--- config.mk ---
export PLATFORM = sky130hd
export DESIGN_NAME = gray_vector_sequencer_flat
export DESIGN_NICKNAME = d
export VERILOG_FILES = /design/src/rtl/gray_vector_sequencer_if.sv /design/src/rtl/gray_vector_sequencer.sv /design/src/flat_wrapper.sv
export SDC_FILE = /design/constraint.sdc
export NUM_CORES = 1
export LEC_CHECK = 0
export CAP_MARGIN = 30
export CORE_MARGIN = 1.5
export CORE_UTILIZATION = 57
export DETAILED_ROUTE_END_ITERATION = 7
export PLACE_DENSITY = 0.81
export SLEW_MARGIN = 20
export SYNTH_ARGS = -nofsm -noshare
export SYNTH_HDL_FRONTEND = slang
export SYNTH_SLANG_ARGS = --single-unit
--- constraint.sdc ---
create_clock -name clk -period 4 [get_ports clk]
set_input_delay 1.2 -clock clk [delete_from_list [all_inputs] [get_ports clk]]
set_output_delay 1.2 -clock clk [all_outputs]
set_load 0.02 [all_outputs]
--- src/rtl/gray_vector_sequencer_if.sv ---
// Stimulus/response bundle between the Gray sequencer and the two
// implementations it compares.
interface gray_vector_sequencer_if;
  logic       start;
  logic [1:0] y_ref;
  logic [1:0] y_dut;
  logic       a;
  logic       b;
  logic       c;
  logic       busy;
  logic       done;
  logic [3:0] mismatch_cnt;
  logic       fail_valid;
  logic [2:0] first_fail_vec;

  modport master (
    output start, y_ref, y_dut,
    input  a, b, c, busy, done, mismatch_cnt, fail_valid, first_fail_vec
  );

  modport slave (
    input  start, y_ref, y_dut,
    output a, b, c, busy, done, mismatch_cnt, fail_valid, first_fail_vec
  );
endinterface

--- src/rtl/gray_vector_sequencer.sv ---
// Drives {a,b,c} through the 3-bit Gray sequence, DWELL cycles per vector,
// and scores the reference/candidate outputs at the end of each dwell.
module gray_vector_sequencer #(
  parameter int DWELL = 50,
  parameter int CW    = 10
) (
  input  logic                          clk,
  input  logic                          rst,
  gray_vector_sequencer_if.slave        bus
);

  typedef enum logic [1:0] {IDLE, RUN, DONE} state_e;

  state_e        state_q, state_d;
  logic [CW-1:0] cnt_q, cnt_d;
  logic [2:0]    idx_q, idx_d;
  logic [2:0]    abc_q, abc_d;
  logic          busy_q, busy_d;
  logic          done_q, done_d;
  logic [3:0]    mcnt_q, mcnt_d;
  logic          fail_q, fail_d;
  logic [2:0]    first_q, first_d;
  logic [2:0]    idx_nxt;
  logic          mism;

  assign idx_nxt = idx_q + 3'd1;
  // Case inequality so an X/Z on either side is scored as a failure.
  assign mism    = (bus.y_ref !== bus.y_dut);

  always_comb begin
    state_d = state_q;
    cnt_d   = cnt_q;
    idx_d   = idx_q;
    abc_d   = abc_q;
    busy_d  = busy_q;
    done_d  = done_q;
    mcnt_d  = mcnt_q;
    fail_d  = fail_q;
    first_d = first_q;
    case (state_q)
      IDLE, DONE: begin
        if (bus.start) begin
          state_d = RUN;
          busy_d  = 1'b1;
          done_d  = 1'b0;
          cnt_d   = '0;
          idx_d   = '0;
          abc_d   = '0;
          mcnt_d  = '0;
          fail_d  = 1'b0;
          first_d = '0;
        end
      end
      RUN: begin
        if (cnt_q == CW'(DWELL - 1)) begin
          if (mism) begin
            mcnt_d = mcnt_q + 4'd1;
            if (!fail_q) begin
              fail_d  = 1'b1;
              first_d = abc_q;
            end
          end
          cnt_d = '0;
          if (idx_q == 3'd7) begin
            state_d = DONE;
            busy_d  = 1'b0;
            done_d  = 1'b1;
            idx_d   = '0;
            abc_d   = '0;
          end else begin
            idx_d = idx_nxt;
            abc_d = idx_nxt ^ (idx_nxt >> 1);
          end
        end else begin
          cnt_d = cnt_q + 1'b1;
        end
      end
      default: state_d = IDLE;
    endcase
  end

  always_ff @(posedge clk) begin
    if (rst) begin
      state_q <= IDLE;
      cnt_q   <= '0;
      idx_q   <= '0;
      abc_q   <= '0;
      busy_q  <= 1'b0;
      done_q  <= 1'b0;
      mcnt_q  <= '0;
      fail_q  <= 1'b0;
      first_q <= '0;
    end else begin
      state_q <= state_d;
      cnt_q   <= cnt_d;
      idx_q   <= idx_d;
      abc_q   <= abc_d;
      busy_q  <= busy_d;
      done_q  <= done_d;
      mcnt_q  <= mcnt_d;
      fail_q  <= fail_d;
      first_q <= first_d;
    end
  end

  assign {bus.a, bus.b, bus.c} = abc_q;
  assign bus.busy              = busy_q;
  assign bus.done              = done_q;
  assign bus.mismatch_cnt      = mcnt_q;
  assign bus.fail_valid        = fail_q;
  assign bus.first_fail_vec    = first_q;

endmodule

--- src/flat_wrapper.sv ---
// flat-port wrapper written by rule: the top's interface ports become plain ports
module gray_vector_sequencer_flat 
#(
  parameter int DWELL = 50,
  parameter int CW    = 10
)
  (clk, rst, bus_start, bus_y_ref, bus_y_dut, bus_a, bus_b, bus_c, bus_busy, bus_done, bus_mismatch_cnt, bus_fail_valid, bus_first_fail_vec);
  gray_vector_sequencer_if bus_i ();
  input  logic clk;
  input  logic rst;
  input wire logic [$bits(bus_i.start)-1:0] bus_start;
  input wire logic [$bits(bus_i.y_ref)-1:0] bus_y_ref;
  input wire logic [$bits(bus_i.y_dut)-1:0] bus_y_dut;
  output wire logic [$bits(bus_i.a)-1:0] bus_a;
  output wire logic [$bits(bus_i.b)-1:0] bus_b;
  output wire logic [$bits(bus_i.c)-1:0] bus_c;
  output wire logic [$bits(bus_i.busy)-1:0] bus_busy;
  output wire logic [$bits(bus_i.done)-1:0] bus_done;
  output wire logic [$bits(bus_i.mismatch_cnt)-1:0] bus_mismatch_cnt;
  output wire logic [$bits(bus_i.fail_valid)-1:0] bus_fail_valid;
  output wire logic [$bits(bus_i.first_fail_vec)-1:0] bus_first_fail_vec;
  assign bus_i.start = bus_start;
  assign bus_i.y_ref = bus_y_ref;
  assign bus_i.y_dut = bus_y_dut;
  assign bus_a = bus_i.a;
  assign bus_b = bus_i.b;
  assign bus_c = bus_i.c;
  assign bus_busy = bus_i.busy;
  assign bus_done = bus_i.done;
  assign bus_mismatch_cnt = bus_i.mismatch_cnt;
  assign bus_fail_valid = bus_i.fail_valid;
  assign bus_first_fail_vec = bus_i.first_fail_vec;
  gray_vector_sequencer #(.DWELL(DWELL), .CW(CW)) u_core (.clk(clk), .rst(rst), .bus(bus_i));
endmodule
# Word-level counts from Yosys, hierarchy flattened
# Index checks and enable logic that the tools add are counted.
[word_totals] ff_bits=28 elab_cells=65 output_inout_bits=13
[classes] n_eq_ne=10 mux=33 add_sub_neg=3 n_reduce_logical=9 bitwise_logic=1
[ops] cell="3-bit 2-to-1 mux" n=8
[ops] cell="10-bit 2-to-1 mux" n=2
[ops] cell="10-bit case mux with 2 select lines" n=1
[ops] cell="3-bit case mux with 2 select lines" n=3
[ops] cell="4-bit 2-to-1 mux" n=3
[ops] cell="10-bit by 1-bit adder with 10-bit output (second input constant)" n=1
[ops] cell="10-bit by 6-bit equality test with 1-bit output (second input constant)" n=1
[ops] cell="1-bit 2-to-1 mux" n=8
[ops] cell="4-bit case mux with 2 select lines" n=1
[ops] cell="4-bit AND reduction" n=2
[ops] cell="2-bit 2-to-1 mux" n=3
[ops] cell="2-bit by 1-bit != test with 1-bit output (second input constant)" n=3
[ops] cell="1-bit case mux with 2 select lines" n=3
[ops] cell="3-bit AND reduction" n=2
[ops] cell="5-bit AND reduction" n=1
[ops] cell="4-bit by 1-bit adder with 4-bit output (second input constant)" n=1
[ops] cell="2-bit != test (second input constant)" n=2
[ops] cell="2-bit case mux with 2 select lines" n=1
[ops] cell="3-bit by 1-bit adder with 3-bit output (second input constant)" n=1
[ops] cell="3-bit equality test (second input constant)" n=1
[ops] cell="3-bit by 2-bit bitwise XOR with 3-bit output" n=1
[ops] cell="2-bit by 1-bit equality test with 1-bit output (second input constant)" n=1
[ops] cell="2-bit equality test (second input constant)" n=1
[ops] cell="2-bit logical NOT" n=1
[ops] cell="other kinds (4)" n=4

# Depth between registers and ports, before layout
# Gate-level depths: netlist of the first run.
[depth] ltp_word=5 ltp_mapped=7 mapped_depth_nobuf=6

# Worst setup path after synthesis of the first run
# OpenSTA, ideal clock, no wires.
[synth_path] path_kind="input -> register" start="input port rst" end="register u_core.cnt_q[9]" setup_time_ps=74 arrival_time_ps=2232 t_required_ps=3926 stages=5 path_slack_ps=1694 path_buffers=1 path_cell_list="clkbuf_1 > nor3b_1 > o31ai_1 > a31o_2 > a31oi_1"
[synth_lines] element="start: declaration" line="flat_wrapper.sv:10" rtl="input logic rst;"
[synth_lines] element="end signal: assignment" line="gray_vector_sequencer.sv:95" rtl="cnt_q <= cnt_d;"
[synth_lines] element="end: declaration" line="gray_vector_sequencer.sv:15" rtl="logic [CW-1:0] cnt_q, cnt_d;"

==> results of run 1 <==
==> through the flow <==
stage	setup slack, ps	cells	hold WS, ps	utilization (%)	cell area, µm²
3_3_place_gp	853.4	199	450.8	69.60	1584
2_1_floorplan	1694	160	439.5	-	1404
6_report	1065	203	478.0	70.75	1610
3_5_place_dp	752.8	199	458.2	69.60	1584
5_1_grt	857.5	203	517.9	70.75	1610
4_1_cts	1088	203	477.3	70.75	1610
==> worst max-delay path, cell delays in order <==
cell and delay (ps):
clkdlybuf4s50_1 870, clkinv_1 440, nand3_1 350, nand2_1 100, o22a_1 200
==> final timing paths <==
check,end,cells after the start
worst max register to register,u_core.bus.first_fail_vec[0],4
worst min register to register,u_core.bus.busy,2
worst min-delay path,u_core.bus.busy,2
worst max-delay path,u_core.cnt_q[3],5
==> flip-flops by register name, summed over array words and instances (netlist names) <==
name / count
u_core.bus.mismatch_cnt: 4
u_core.cnt_q: 10
u_core.bus.done: 1
u_core.abc_q: 3
u_core.bus.fail_valid: 1
u_core.idx_q: 2
u_core.state_q: 2
u_core.bus.busy: 1
u_core.bus.first_fail_vec: 3
==> cells in the mapped netlist (all sizes together), types with 2 or more instances <==
cell type,count,area [µm²]
dfxtp,27,540.5
a21oi,12,63.81
nor2,12,45.04
nand2,11,41.29
nand3,9,45.04
o21ai,7,35.03
a31oi,6,37.54
clkbuf,5,18.77
ha,5,62.56
nor3,5,25.02
o211ai,5,37.54
a32o,4,40.04
nor4,4,40.04
o22ai,4,25.02
xnor2,4,35.03
a22oi,3,27.52
buf,3,26.27
inv,3,11.26
nand2b,3,18.77
xor2,3,26.28
a41oi,2,17.52
nand3b,2,15.01
nor2b,2,12.51
nor3b,2,15.01
o21a,2,15.01
o31a,2,17.52
or4,2,22.52
==> power by group <==
| part | switching, mW | internal [mW] |
|---|---|---|
| clock network | 0.0767 | 0.0390 |
| logic | 0.0465 | 0.0313 |
| registers | 0.00728 | 0.276 |
==> area by class of cell <==
type	count	area [µm²]
Multi-Input combinational cell	121	803.3
Inverter	4	15.01
Clock buffer	4	26.28
Timing Repair Buffer	19	190.2
Fill cell	192	665.6
Tap cell	28	35.03
Sequential cell	27	540.5
==> logic make-up after synthesis <==
group                    after synthesis  synth area share, %
adder cells (fa/ha/maj)                5                4.456
XOR/XNOR                               7                4.367
AO/OA/AOI/OAI                         52                25.49
flip-flops                            27                38.50
buffers and inverters                 12                4.278
multiplexers                           1               0.7130
AND/OR/NAND/NOR                       56                22.19
==> layer usage <==
layer | vias to the layer above | share of wire (%) | GRT usage, %
li1 | 634 | - | -
met1 | 616 | 45 | 30.25
met2 | 27 | 51 | 47.08
met3 | 2 | 3.5 | 2.857
met4 | 0 | 0.47 | 7.692
met5 | - | 0 | 0
==> results.md, run 1 <==
- Critical path endpoint category: register
- Static Leak: 0.5499 nW
- Final setup viols: 0
- Post-Syn Area: 0.001404 mm²
- Hold Buf Count CTS: 0
- R2r setup slk: roughly 1800 ps
- Mapped Nets: 172
- Core area: 0.002276 mm²
- Fin crit period: 2935 ps
- GRT Residual Overflow: 0
- Vias per cell: 6.300
- Share of cells above drive strength 1: under 10%
- Root Buffer: clkbuf_4
- Die H: 52.63 µm
- Final Cycle Share: about three quarters
- Initial drt markers: 35
- DP Wirelength: 2.316 mm
- Cell Pwr Density: between 200 and 300 mW/mm²
- EDFF count, synth: 0
- Die area: 0.002769 mm²
- Clock Latency Late Sink: ~320 ps
- Resize count post-CTS: 0
- Clock Sinks: 27
- Crit start category: input pin
- Reg clk slew, reported paths: 140 ps
- Htree depth: 1
- Hold wc startpoint: u_core.bus.busy
- Site Rows: 17
- Slew HR: 48.16%
- Yosys cell types: between 40 and 50
- First-pass GRT wire length: 5.333 mm
- Ys async rst share: 0%
- Setup TNS Final: 0 ps
- Tot GR Track Use: about 25%
- ANT nets after route: 0
- Post-DR wirelength/cell: 15.57 µm
- Cells after Synth: 160
- Routability congestion estimate: 0.8406
- Num CTS Buffers: 3
- Via count: 1,279
- # port buffers: 19
- Clock Path Buffers: 2
- HP Class: register to register
- Vias in the first global route: about 1,300
- Ys flop type: dfxtp_1
- Most common cell after layout, fill and taps aside: dfxtp_1
- Pwr Total: 476.9 µW
- Worst slew pin tran: around 780 ps
- Layout Skew: 2.479 ps
- Worst Setup SP: rst
- Fmax: 340.7 MHz
- Initial Util: 61.68%
- Die span in x: 52.63 µm
- DRC Markers: 0
- Area Overhead vs Synth: 14.71%
- Post-CTS Repair Setup Buffers: 0
- Ys Warns: 0
- Initial antenna violation count: 0
- ANT cells: 0
- Unrepaired setup endpoints after global routing: false
- CP Class: input pin to register
- Status: finished, final reports clean
- CTS tree: built
- Critical-path maximum fanout: 17
- DRT Pass-1 Iters: 4
- Hold Vio Cnt, Final: 0
- Sequential-to-total area share from yosys stat: 38.50%
- CP arrival: 3160 ps
- Final max-slew violation count: 0
- Largest net degree at the start of global routing: 18
- Nets: 188
- Ports: 20
- CP required: 4230 ps
- Seq cells post-synth: 27
- Worst r2r src: u_core.cnt_q[6]
- Peak supply drop: between 0.0002 and 0.00025 V
- Drt total wl: roughly 3.2 mm
- Most frequent cells in the layout: dfxtp_1 (27), clkdlybuf4s50_1 (19), nor2_1 (12), a21oi_1 (11), nand2_1 (11)
- Mean post-synth cell area: 8.774 µm²
- Total of max-cap violations: 0
Power figures use the tool's default switching activity.
==> inputs of run 2 (changes only) <==
--- a/config.mk
+++ b/config.mk
@@ -7,9 +7,9 @@
 export LEC_CHECK = 0
 export CAP_MARGIN = 30
 export CORE_MARGIN = 1.5
-export CORE_UTILIZATION = 57
+export CORE_UTILIZATION = 53
 export DETAILED_ROUTE_END_ITERATION = 7
-export PLACE_DENSITY = 0.81
+export PLACE_DENSITY = 0.76
 export SLEW_MARGIN = 20
 export SYNTH_ARGS = -nofsm -noshare
 export SYNTH_HDL_FRONTEND = slang
==> constraint.sdc (replaced) <==
create_clock -name clk -period 2.9 [get_ports clk]
set_input_delay 0.87 -clock clk [delete_from_list [all_inputs] [get_ports clk]]
set_output_delay 0.87 -clock clk [all_outputs]
set_load 0.02 [all_outputs]
==> run 2 against run 1 <==
Effect of this change: final cell count is 3.0% higher; combinational power rose by 44%; sequential share of layout area is 0.74 points lower; largest cell class unchanged; setup slack lost 430 ps; sequential power rose by 38%; largest power group unchanged; register-to-register slack got worse by 1100 ps; design area increased by 2.3%; clock skew is essentially flat.
==> results.md, run 2 (synthesized netlist as in run 1, its figures left out) <==
- Num CTS Buffers: 3 (unchanged)
- Htree depth: 1 (unchanged)
- GRT Residual Overflow: 0 (unchanged)
- Post-Place Cells: 205 (was 199)
- Hold WS: 465.9 ps (was 478.0 ps)
- Area of the multi-input gates: 803.3 µm² (unchanged)
- Final core utilization: 65.87% (was 70.75%)
- Critical path cell sequence: clkdlybuf4s50_1 (was clkdlybuf4s50_1, clkinv_1, nand3_1, nand2_1, o22a_1)
- Hold Path End: u_core.bus.busy (unchanged)
- Die H: 54.47 µm (was 52.63 µm)
- Die span in x: 54.47 µm (was 52.63 µm)
- Clock Power Share: 25.3% (was 24.3%)
- Worst slew pin tran: 589.5 ps (was 776.0 ps)
- Clock Path Buffers: 2 (unchanged)
- Final max-slew violation count: 0 (unchanged)
- Reg2Reg Depth: 4 (unchanged)
- Final setup viols: 0 (unchanged)
- Critical path endpoint category: primary output (was register)
- Fin crit period: 2264 ps
- Resize count post-CTS: 0 (unchanged)
- Static Leak: 0.5681 nW (was 0.5499 nW)
- Fill count: 215 (was 192)
- Total of max-cap violations: 0 (unchanged)
- Post-DR wirelength/cell: 14.51 µm (was 15.57 µm)
- ANT cells: 0 (unchanged)
- # port buffers: 19 (unchanged)
- Reg clk slew, reported paths: 150 ps (was 140 ps)
- Via count: 1,305 (was 1,279)
- Clock Sinks: 27 (unchanged)
- Peak supply drop: 0.0003437 V (was 0.0002375 V)
- Tot GR Track Use: 22.36% (was 25.42%)
- Top reg by flops: u_core.cnt_q (unchanged)
- Root Buffer: clkbuf_4 (unchanged)
- Fmax: 441.7 MHz
- Sequential power share: 58.0% (was 59.4%)
- First-pass GRT wire length: 4.809 mm (was 5.333 mm)
- Largest register FFs: 10 (unchanged)
- Share of cells above drive strength 1: 7.821% (was 5.143%)
- Vias in the first global route: 1,089 (was 1,275)
- Status: finished, final reports clean (unchanged)
- Hold Path Depth: 2 (unchanged)
- CTS tree: built (unchanged)
- Hold wc startpoint: u_core.bus.busy (unchanged)
- DP Wirelength: 2.269 mm (was 2.316 mm)
- Post-CTS Repair Setup Buffers: 0 (unchanged)
- Initial Util: 56.16% (was 61.68%)
- Most common cell after layout, fill and taps aside: dfxtp_1 (unchanged)
- HP Class: register to register (unchanged)
- Switch Pwr: 190.8 µW (was 130.5 µW)
- Pwr Total: 672.6 µW (was 476.9 µW)
- CP required: 2030 ps (was 4230 ps)
- Crit path largest cell delay: 630 ps (was 870 ps)
- Nets: 192 (was 188)
- Initial drt markers: 23 (was 35)
- Comb pwr share: 16.7% (was 16.3%)
- Setup TNS Final: 0 ps (unchanged)
- Drt total wl: 3.032 mm (was 3.161 mm)
- Sw frac: 28.37% (was 27.36%)
- DRC Markers: 0 (unchanged)
- Initial antenna violation count: 0 (unchanged)
- Cell internal pwr: 481.7 µW (was 346.4 µW)
- Largest net degree at the start of global routing: 17 (was 18)
- Most frequent cells in the layout: dfxtp_1 (27), clkdlybuf4s50_1 (19), nor2_1 (12), a21oi_1 (11), nand2_1 (11) (unchanged)
- Hold Vio Cnt, Final: 0 (unchanged)
- Critical path's slowest cell: clkdlybuf4s50_1 (unchanged)
- CP Class: register to primary output (was input pin to register)
- Final Non-Filler Cells: 209 (was 203)
- Worst r2r src: u_core.cnt_q[6] (unchanged)
- Slew HR: 60.37% (was 48.16%)
- Reg-to-Reg End: u_core.bus.first_fail_vec[1] (was u_core.bus.first_fail_vec[0])
- Ports: 20 (unchanged)
- DRT Pass-1 Iters: 4 (unchanged)
- Area Overhead vs Synth: 17.29% (was 14.71%)
- Critical-path maximum fanout: 5 (was 17)
- R2r setup slk: 740 ps (was 1820 ps)
- Clock Latency Late Sink: 330 ps (was 320 ps)
- Unrepaired setup endpoints after global routing: false (unchanged)
- Layout Skew: 2.689 ps (was 2.479 ps)
- Hold Buf Count CTS: 0 (unchanged)
- Die area: 0.002966 mm² (was 0.002769 mm²)
- Crit-path leading delay family: buffers and inverters (unchanged)
- Cell Pwr Density: 408.5 mW/mm² (was 296.1 mW/mm²)
- Storage element area: 540.5 µm² (unchanged)
- Core area: 0.002500 mm² (was 0.002276 mm²)
- Vias per cell: 6.244 (was 6.300)
- Final Cycle Share: between 70% and 80%
- Routability congestion estimate: 0.8356 (was 0.8406)
- Site Rows: 18 (was 17)
- Crit start category: register (was input pin)
- WP buf/inv: 1 (was 2)
- ANT nets after route: 0 (unchanged)
- CP arrival: 1390 ps (was 3160 ps)
-- run 2: power groups by stage --
| stage | Sequential, mW | Combinational, mW | Clock [mW] |
|---|---|---|---|
| floorplan | 0.403 | 0.0664 | 0 |
| global placement | 0.397 | 0.110 | 0 |
| detailed placement | 0.398 | 0.112 | 0 |
| CTS | 0.390 | 0.112 | 0.176 |
| global route | 0.392 | 0.123 | 0.191 |
| finish | 0.390 | 0.112 | 0.170 |
-- run 2: how the worst max path moves through the flow --
| stage | start | slack (ps) | cells past startpoint | endpoint |
|---|---|---|---|---|
| finish | u_core.bus.mismatch_cnt[0] | 640 | 1 | bus_mismatch_cnt[0] |
| global route | u_core.abc_q[2] | 570 | 1 | bus_a |
| global placement | rst | 490 | 5 | u_core.cnt_q[9] |
| floorplan | u_core.cnt_q[6] | 890 | 6 | u_core.bus.mismatch_cnt[1] |
| CTS | u_core.abc_q[2] | 630 | 1 | bus_a |
| detailed placement | rst | 430 | 5 | u_core.cnt_q[9] |
-- run 2: layout make-up --
type / count / share of cell area, %
clock buffer: 3 / 1.368
clock inverter: 1 / 0.4559
inverter: 4 / 0.9119
multi-input combinational: 121 / 48.78
sequential: 27 / 32.83
tap: 30 / 2.280
timing repair buffer: 23 / 13.37
-- run 2: through the flow --
step | instance area, µm² | setup WS [ps]
floorplan | 1404 | 886.3
global placement | 1617 | 491.2
detailed placement | 1617 | 426.1
CTS | 1647 | 629.1
global route | 1647 | 573.1
finish | 1647 | 635.8
-- run 2: layer usage --
layer / up-vias / GRT usage, % / part of all wire, % / wire length, µm
met3: 5 / 2.459 / 3.9 / 117
met5: - / 0 / 0 / 0
met2: 43 / 38.15 / 48 / 1462
met1: 614 / 28.64 / 46 / 1401
met4: 0 / 8.750 / 1.7 / 51
li1: 643 / - / - / -
-- run 2: worst min-delay path: stages, from the launching register on --
cell and delay, ps:
dfxtp_1 340, nand2_1 50, o22ai_1 50
==> inputs of run 3 (changes only) <==
--- a/config.mk
+++ b/config.mk
@@ -7,9 +7,9 @@
 export LEC_CHECK = 0
 export CAP_MARGIN = 30
 export CORE_MARGIN = 1.5
-export CORE_UTILIZATION = 53
+export CORE_UTILIZATION = 48
 export DETAILED_ROUTE_END_ITERATION = 7
-export PLACE_DENSITY = 0.76
+export PLACE_DENSITY = 0.72
 export SLEW_MARGIN = 20
 export SYNTH_ARGS = -nofsm -noshare
 export SYNTH_HDL_FRONTEND = slang
==> constraint.sdc (replaced) <==
create_clock -name clk -period 2 [get_ports clk]
set_input_delay 0.6 -clock clk [delete_from_list [all_inputs] [get_ports clk]]
set_output_delay 0.6 -clock clk [all_outputs]
set_load 0.02 [all_outputs]
==> run 3 against run 2 <==
Effect of this change: the flow now finishes with violations (negative setup slack); core utilization is 0.11 points higher; global-route usage hardly changed; die area increased by 9.8%; non-clock buffer count rose by 19; via count up 5.7%; clock power grew 51%; register-to-register slack got worse by 740 ps; routed wire length up 15%; sequential cell count stayed put; first-iteration DRC count grew to 3.0 times the previous value; critical path type is now register to register; largest cell class unchanged; largest power group unchanged.
==> results.md, run 3 (synthesized netlist as in run 1, its figures left out) <==
- Final setup viols: 1 (was 0)
- CP Class: register to register (was register to primary output)
- Reg clk slew, reported paths: 160 ps (was 150 ps)
- Site Rows: 19 (was 18)
- Critical path cell sequence: ha_1, nand4b_1, buf_4, or4_4, a22oi_1, o21ai_1 (was clkdlybuf4s50_1)
- CP required: 2250 ps (was 2030 ps)
- CTS tree: built (unchanged)
- Routability congestion estimate: 0.7973 (was 0.8356)
- Worst slew pin tran: 534.1 ps (was 589.5 ps)
- Num CTS Buffers: 3 (unchanged)
- Tot GR Track Use: 22.38% (was 22.36%)
- Ports: 20 (unchanged)
- Setup ws final: -2.349 ps (was 635.8 ps)
- Final Cycle Share: 100.1%
- Total of max-cap violations: 0 (unchanged)
- Htree depth: 1 (unchanged)
- Status: finished with violations (was finished, final reports clean)
- Area of the multi-input gates: 823.3 µm² (was 803.3 µm²)
- Post-Place Cells: 220 (was 205)
- Die span in x: 57.08 µm (was 54.47 µm)
- Largest net degree at the start of global routing: 17 (unchanged)
- Nets: 211 (was 192)
- Critical path endpoint category: register (was primary output)
- CP arrival: 2250 ps (was 1390 ps)
- Crit start category: register (unchanged)
- Critical-path maximum fanout: 9 (was 5)
- Initial drt markers: 68 (was 23)
- Fmax: 499.4 MHz
- Storage element area: 540.5 µm² (unchanged)
- Critical path's slowest cell: or4_4 (was clkdlybuf4s50_1)
- Setup TNS Final: -2.349 ps (was 0 ps)
- DRT Pass-1 Iters: 4 (unchanged)
- Clock Path Buffers: 2 (unchanged)
- Fill count: 228 (was 215)
- Root Buffer: clkbuf_4 (unchanged)
- Layout Skew: 2.689 ps (about the same)
- # port buffers: 19 (unchanged)
- Post-DR wirelength/cell: 15.23 µm (was 14.51 µm)
- Initial antenna violation count: 0 (unchanged)
- Crit path largest cell delay: 590 ps (was 630 ps)
- Die area: 0.003258 mm² (was 0.002966 mm²)
- Core area: 0.002758 mm² (was 0.002500 mm²)
- First-pass GRT wire length: 5.754 mm (was 4.809 mm)
- Slew HR: 64.35% (was 60.37%)
- Largest register FFs: 10 (unchanged)
- Hold Buf Count CTS: 0 (unchanged)
- Clock Sinks: 27 (unchanged)
- Drt total wl: 3.487 mm (was 3.032 mm)
- Clock Latency Late Sink: 340 ps (was 330 ps)
- Share of cells above drive strength 1: 17.68% (was 7.821%)
- HP Class: register to register (unchanged)
- Pre-CTS WS: -155.2 ps (was 426.1 ps)
- Cell Pwr Density: 553.8 mW/mm² (was 408.5 mW/mm²)
- ANT nets after route: 0 (unchanged)
- Final max-slew violation count: 0 (unchanged)
- GRT Residual Overflow: 0 (unchanged)
- Area Overhead vs Synth: 29.59% (was 17.29%)
- Hold WS: 474.0 ps (was 465.9 ps)
- Top reg by flops: u_core.cnt_q (unchanged)
- Via count: 1,380 (was 1,305)
- Static Leak: 0.7381 nW (was 0.5681 nW)
- DRC Markers: 0 (unchanged)
- Hold Vio Cnt, Final: 0 (unchanged)
- Fin crit period: 2002 ps
- Die H: 57.08 µm (was 54.47 µm)
- Peak supply drop: 0.0004213 V (was 0.0003437 V)
- Most common cell after layout, fill and taps aside: dfxtp_1 (unchanged)
- ANT cells: 0 (unchanged)
- Vias in the first global route: 1,306 (was 1,089)
- Failing checks: negative setup slack
- Final Non-Filler Cells: 229 (was 209)
- Vias per cell: 6.026 (was 6.244)
- DP Wirelength: 2.478 mm (was 2.269 mm)
- Final core utilization: 65.97% (was 65.87%)
- Initial Util: 50.91% (was 56.16%)
- Most frequent cells in the layout: dfxtp_1 (27), buf_4 (23), clkdlybuf4s50_1 (14), nor2_1 (12) (was dfxtp_1 (27), clkdlybuf4s50_1 (19), nor2_1 (12), a21oi_1 (11), nand2_1 (11))
-- run 3: final timing paths --
path                                       from                    endpoint  slack [ps]  cells after the start
worst max-delay path            u_core.cnt_q[0]  u_core.bus.mismatch_cnt[2]          -2                      6
worst min-delay path            u_core.bus.busy             u_core.bus.busy         470                      2
worst min register to register  u_core.bus.busy             u_core.bus.busy         470                      2
worst max register to register  u_core.cnt_q[0]  u_core.bus.mismatch_cnt[2]          -2                      6
-- run 3: critical path, delay by kind of cell (launching register included) --
kind            cells  cell delay [ps]
compound gates      2              330
fa+ha+maj           1              180
buf+inv             1              200
flops               1              440
simple gates        2              760
-- run 3: layer usage --
layer / up-vias / GRT usage [%] / share of wire, %
li1: 684 / - / -
met1: 652 / 27.27 / 44
met2: 39 / 39.57 / 51
met3: 5 / 2.494 / 4.0
met4: 0 / 9.967 / 1.3
met5: - / 0 / 0
-- run 3: what timing repair did --
action	4_1_cts	5_1_grt
hold endpoints to repair	0	0
pin swaps	0	2
resized for setup	2	6
endpoints found under the setup margin	2	12
buffers inserted	0	5
-- run 3: area by class of cell --
| class | instances | share of cell area [%] |
|---|---|---|
| tap | 31 | 2.132 |
| inverter | 4 | 0.8253 |
| timing repair buffer | 42 | 20.43 |
| clock inverter | 1 | 0.4127 |
| sequential | 27 | 29.71 |
| multi-input combinational | 121 | 45.25 |
| clock buffer | 3 | 1.238 |
-- run 3: power by group --
| part | internal, mW | total, mW | switching [mW] |
|---|---|---|---|
| sequential | 0.552 | 0.566 | 0.0140 |
| clock | 0.0769 | 0.256 | 0.180 |
| combinational | 0.0836 | 0.185 | 0.101 |
| total | 0.713 | 1.01 | 0.295 |
-- run 3: through the flow --
stage                     instance area [µm²]  power (mW)
after floorplan                          1404      0.6810
after global placement                   1723      0.7545
after detailed placement                 1723      0.7587
after CTS                                1757       1.011
after global routing                     1819       1.051
final                                    1819       1.008
